--- src/rtl/instr_mem_loader_pkg.sv ---
// Shared CPU-side definitions for the instruction memory loader.
// Holds the loader state encoding and the instruction/byte widths.
package instr_mem_loader_pkg;

  localparam int unsigned INSTR_W = 32;
  localparam int unsigned BYTE_W  = 8;
  localparam int unsigned HDR_W   = 16;

  typedef enum logic [2:0] {
    IDLE,
    HDR_HI,
    HDR_LO,
    DATA,
    WRITE,
    DONE,
    ERR
  } state_t;

  function automatic logic takes_bytes(state_t s);
    return (s == HDR_HI) || (s == HDR_LO) || (s == DATA);
  endfunction

endpackage

--- src/rtl/loader_word_packer.sv ---
// Collects four stream bytes into one instruction word and pulses word_ready
// in the cycle after the fourth byte; the output word holds until the next one.
module loader_word_packer
  import instr_mem_loader_pkg::*;
#(
  parameter bit BIG_ENDIAN = 1'b1
) (
  input  logic               clk,
  input  logic               rst_n,
  input  logic               clear,
  input  logic               byte_en,
  input  logic [BYTE_W-1:0]  data_byte,
  output logic               last_byte,
  output logic               word_ready,
  output logic [INSTR_W-1:0] word
);

  logic [1:0]                 cnt;
  logic [INSTR_W-BYTE_W-1:0]  partial;
  logic [INSTR_W-1:0]         full;

  assign last_byte = (cnt == 2'd3);

  always_comb begin
    full = BIG_ENDIAN ? {partial, data_byte} : {data_byte, partial};
  end

  // partial keeps stale bytes after a word completes; the next three bytes
  // fully overwrite it before it is ever used again
  always_ff @(posedge clk or negedge rst_n) begin
    if (!rst_n) begin
      cnt        <= '0;
      partial    <= '0;
      word       <= '0;
      word_ready <= 1'b0;
    end else begin
      word_ready <= byte_en && last_byte;
      if (clear) begin
        cnt     <= '0;
        partial <= '0;
      end else if (byte_en) begin
        cnt <= cnt + 2'd1;
        if (last_byte) word <= full;
        partial <= BIG_ENDIAN ? {partial[INSTR_W-2*BYTE_W-1:0], data_byte}
                              : {data_byte, partial[INSTR_W-BYTE_W-1:BYTE_W]};
      end
    end
  end

endmodule

--- src/rtl/instr_mem_loader.sv ---
// Streams a length-prefixed byte program into the instruction memory write port
// and holds the CPU stalled until the whole program has been written.
module instr_mem_loader
  import instr_mem_loader_pkg::*;
#(
  parameter int unsigned  DEPTH      = 65,
  parameter logic [31:0]  BASE_ADDR  = '0,
  parameter bit           BIG_ENDIAN = 1'b1
) (
  input  logic               clk_i,
  input  logic               rst_i,
  input  logic               start_i,
  input  logic               byte_valid_i,
  input  logic [BYTE_W-1:0]  byte_i,
  output logic               byte_ready_o,
  output logic               wr_en_o,
  output logic [31:0]        wr_addr_o,
  output logic [INSTR_W-1:0] wr_data_o,
  output logic               busy_o,
  output logic               done_o,
  output logic               err_o,
  output logic               cpu_hold_o
);

  state_t             state, state_d;
  logic [BYTE_W-1:0]  hdr_hi;
  logic [HDR_W-1:0]   hdr_n;
  logic [HDR_W-1:0]   n_words;
  logic [HDR_W-1:0]   word_idx;
  logic               accept;
  logic               start_ok;
  logic               last_byte;

  assign accept   = byte_valid_i & byte_ready_o;
  assign start_ok = start_i & ((state == IDLE) | (state == DONE) | (state == ERR));
  assign hdr_n    = {hdr_hi, byte_i};

  loader_word_packer #(
    .BIG_ENDIAN (BIG_ENDIAN)
  ) u_packer (
    .clk        (clk_i),
    .rst_n      (rst_i),
    .clear      (start_ok),
    .byte_en    (accept && (state == DATA)),
    .data_byte  (byte_i),
    .last_byte  (last_byte),
    .word_ready (wr_en_o),
    .word       (wr_data_o)
  );

  always_comb begin
    state_d = state;
    unique case (state)
      IDLE, DONE, ERR: if (start_ok) state_d = HDR_HI;
      HDR_HI:          if (accept) state_d = HDR_LO;
      HDR_LO: begin
        if (accept) begin
          if (hdr_n == '0)                    state_d = DONE;
          else if ({16'd0, hdr_n} > DEPTH)    state_d = ERR;
          else                                state_d = DATA;
        end
      end
      DATA:            if (accept && last_byte) state_d = WRITE;
      WRITE:           state_d = (word_idx + 16'd1 == n_words) ? DONE : DATA;
      default:         state_d = IDLE;
    endcase
  end

  // Status outputs are registered from the next state so they line up with it
  always_ff @(posedge clk_i or negedge rst_i) begin
    if (!rst_i) begin
      state        <= IDLE;
      hdr_hi       <= '0;
      n_words      <= '0;
      word_idx     <= '0;
      wr_addr_o    <= '0;
      byte_ready_o <= 1'b0;
      busy_o       <= 1'b0;
      done_o       <= 1'b0;
      err_o        <= 1'b0;
      cpu_hold_o   <= 1'b1;
    end else begin
      state        <= state_d;
      byte_ready_o <= takes_bytes(state_d);
      busy_o       <= takes_bytes(state_d) || (state_d == WRITE);
      done_o       <= (state_d == DONE);
      err_o        <= (state_d == ERR);
      cpu_hold_o   <= (state_d != DONE);
      if (start_ok) begin
        n_words  <= '0;
        word_idx <= '0;
      end
      unique case (state)
        HDR_HI: if (accept) hdr_hi <= byte_i;
        HDR_LO: if (accept) n_words <= hdr_n;
        DATA:   if (accept && last_byte)
                  wr_addr_o <= BASE_ADDR + {14'd0, word_idx, 2'b00};
        WRITE:  if (state_d == DATA) word_idx <= word_idx + 16'd1;
        default: ;
      endcase
    end
  end

endmodule

--- config.mk ---
export PLATFORM = sky130hd
export DESIGN_NAME = instr_mem_loader
export DESIGN_NICKNAME = d
export VERILOG_FILES = /design/src/rtl/instr_mem_loader_pkg.sv /design/src/rtl/loader_word_packer.sv /design/src/rtl/instr_mem_loader.sv
export SDC_FILE = /design/constraint.sdc
export NUM_CORES = 1
export LEC_CHECK = 0
export CORE_ASPECT_RATIO = 2
export CORE_UTILIZATION = 55
export CTS_CLUSTER_SIZE = 28
export DETAILED_ROUTE_END_ITERATION = 10
export GPL_ROUTABILITY_DRIVEN = 0
export PLACE_DENSITY = 0.91
export SETUP_SLACK_MARGIN = 0.4
export SLEW_MARGIN = 20
export SYNTH_ARGS = -nofsm -noshare
export SYNTH_HDL_FRONTEND = slang
export SYNTH_SLANG_ARGS = --single-unit
--- constraint.sdc ---
create_clock -name clk_i -period 3.3 [get_ports clk_i]
set_input_delay 0.33 -clock clk_i [delete_from_list [all_inputs] [get_ports clk_i]]
set_output_delay 0.33 -clock clk_i [all_outputs]
set_load 0.05 [all_outputs]
==> reports/results.ini <==
[clocking]
cts.sinks = 123
numCtsBuffers = 17
ctsHtreeMaxLevel = 4
cts_tree = yes
clk_pin_slew_ns = 0.06
clock_latency_ns = 0.43
cts.path.max_buffers = 2
clockRootBuffer = clkbuf_16

[route]
post-route-drc-count = 0
ant_nets = 0
via_per_inst = 6.340
drt_wl_total_mm = 15.66
drt_iter0_drc = 690
vias = 4863
firstDrtPassIters = 7
wire_per_inst_um = 20.42

[final_layout]
final-seq-area_um2 = 3088
final_nets = 633
drive_gt1_share_pct = 21.84
syn2layout_area_growth_pct = 25.60
antennaDiodeCount = 0
final_area_um2 = 7298
multi_input_area_um2 = 2562
fill_cells = 639

[grt]
grtUsageTotal_pct = 31.75
grt_pass1_vias = 4957
antenna_found_initial = 0
grt_overflow = 0
grt_start_max_net_pins = 46
grt_pass1_wl_mm = 25.43

[floorplanning]
die_area_um2 = 11000
rows = 52
boundaryPins = 82
initial_core_util_pct = 56.88
fp.dieW_um = 74.68
core_um2 = 10210
die_y_um = 147.4

[critical_path]
cp_top_family = compound AO/OA/AOI/OAI gates
crit_end = word_idx[12]
critPathMaxFanout = 15
path_cells = ha_2 -> nand3_4 -> buf_4 -> o21a_1 -> a2111oi_2 -> a211oi_2 -> nand4_4 -> a21oi_2 -> buf_4 -> a221o_1
start_kind = flip-flop
cp-startpoint = word_idx[1]
cp.depth = 10
max_stage_delay_ns = 0.49
cp-end-kind = flip-flop
crit_buf_inv = 2
cpMostUsedCell = buf_4
worst_path_max_delay_cell = a2111oi_2
cp.required_ns = 3.60
rr_endpoint = word_idx[12]
r2r_cells = 10
cp_data_arrival_time_ns = 3.14
critPathKind = flip-flop to flip-flop
r2r_slack_ns = 0.46
worstReg2RegStart = word_idx[1]

[sta]
fin_worst_skew_ns = 0.008589
period_share_pct = 86.01
tns_ns = 0
slew_violations = 0
worst_pin_slew_ns = 0.6621
slew-limit-headroom_pct = 55.86
rsz0062_at_grt = false
post-route-min-period_ns = 2.838
finalHoldViolCount = 0
setup_viol = 0
clock.fmax_mhz = 352.3

[power_and_ir_drop]
swShare_pct = 35.18
ir_worst_vdd_uv = 694.8
power.switching_mw = 1.991
sequentialPowerShare_pct = 37.5
p_leak_nw = 3.257
power.density_nw_per_um2 = 775.6
power_frac_comb_pct = 27.4
p_clk_share_pct = 35.2
intPower_mw = 3.669

[logic_synthesis]
ys_top_cells_by_area = dfrtp_1, mux2_2, nand2_1
synth-edff-count = 0
seq_area_frac_synth_pct = 52.99
synth_area_um2 = 5811
synth_seq_cells = 123
synthArstFlopShare_pct = 100.0
synth_cell_types = 57
synth_ff_type = dfrtp_1
syn_inst = 553
yosysWarnings = 0
synth_top_area_share_pct = 52.54
postSynthAreaPerCell_um2 = 10.51
synth.most_common_cell = dfrtp_1
yosys.area.top_type = dfrtp_1
netlist_top_cells_count = dfrtp_1, nand2_1, mux2_2

[run_status]
outcome = complete, no violations

[run]
cap_violations = 0

[placed_design]
dp_hpwl_mm = 9.821
io_buffer_count = 65
place_area_um2 = 6513

[min_path]
worstHoldPathType = input port to async pin

[layer usage]
layer | share of wire (%) | wire length [um] | GRT usage, %
met3 | 6.1 | 951 | 6.996
met4 | 5.4 | 853 | 19.25
met2 | 54 | 8500 | 53.38
met5 | 0 | 0 | 0
met1 | 34 | 5356 | 35.33
[worst min path at each step]
stage,to
2_1_floorplan,busy_o
3_3_place_gp,u_packer.word[6]
3_5_place_dp,u_packer.word[6]
4_1_cts,u_packer.word[6]
5_1_grt,u_packer.word[5]
6_report,u_packer.word[7]
[power groups by stage]
| stage | Clock [mW] | Sequential, mW | Combinational [mW] |
|---|---|---|---|
| 4_1_cts | 2.00 | 2.11 | 1.48 |
| 3_5_place_dp | 0 | 2.12 | 1.40 |
| 6_report | 1.99 | 2.12 | 1.55 |
| 5_1_grt | 2.06 | 2.15 | 1.66 |
| 2_1_floorplan | 0 | 2.20 | 0.901 |
| 3_3_place_gp | 0 | 2.09 | 1.34 |
[worst reg2reg max path, delay by kind of cell, from the launching register on]
family / cells / cell delay [ns]
DFF: 1 / 0.42
and+or+nand+nor: 2 / 0.34
adders and majority gates: 1 / 0.27
AOI/OAI and AO/OA: 5 / 1.28
buffers and inverters: 2 / 0.41
[repair_timing]
action,in CTS,in global routing
buffers inserted,1,4
pin swaps,2,5
hold buffers,1,0
setup endpoints to repair,20,22
gates resized for setup,14,13
hold endpoints to repair,35,0
[placed cells by master, fill, tap and decap left out, types with 3 or more instances in the layout]
master             n
a221o_1            9
nand2_1           93
clkbuf_16         17
nor4b_1            3
clkdlybuf4s50_1   64
and2_1             4
nand4_1            5
bufinv_16          4
nor2_1            21
nor4_4             3
a21o_1             3
xor2_1             5
and3_1             4
nor2b_1            7
nor3_1             7
dfrtp_1          115
nand3_1           13
xnor2_1           16
or3_1              3
o21ai_0           20
clkinv_4           4
o31ai_1            3
buf_4             22
a21oi_1           35
dfrtp_2            7
mux2_2            57
nor4_1             7
inv_1             10
conb_1            16
[state kept, by name, indices dropped and copies added (netlist names)]
register / count
u_packer.partial: 24
cpu_hold_o: 1
wr_addr_o: 16
hdr_hi: 8
busy_o: 1
n_words: 16
byte_ready_o: 1
err_o: 1
u_packer.cnt: 2
word_idx: 16
state: 3
u_packer.word_ready: 1
u_packer.word: 32
done_o: 1
[per-stage QoR]
step | worst slack (ns) | hold WS (ns) | instances | power [mW] | utilization [%]
after floorplan | 0.6063 | 0.03441 | 568 | 3.101 | -
after global placement | 0.3431 | 0.3021 | 729 | 3.434 | 63.76
after detailed placement | 0.2136 | 0.3081 | 729 | 3.518 | 63.76
after CTS | 0.4157 | 0.4145 | 763 | 5.584 | 70.68
after global routing | 0.4018 | 0.4622 | 767 | 5.872 | 71.45
final | 0.4617 | 0.4100 | 767 | 5.660 | 71.45
[area by class of cell]
type                            count  area share (%)
Sequential cell                   123           42.31
Timing Repair Buffer               87           11.18
Clock buffer                       19           5.932
Clock inverter                     13           2.640
Tap cell                          135           2.314
Inverter                           10          0.5143
Multi-Input combinational cell    380           35.11
[kinds of logic after synthesis]
logic type / synth area share, %
and+or+nand+nor: 15.16
DFF: 52.99
AOI/OAI and AO/OA: 11.35
buffers and inverters: 5.793
muxes: 11.05
xor gates and xnor gates: 3.165
adders and majority gates: 0.4306
other: 0.06454
No activity file was read; power rests on OpenSTA's default activity.
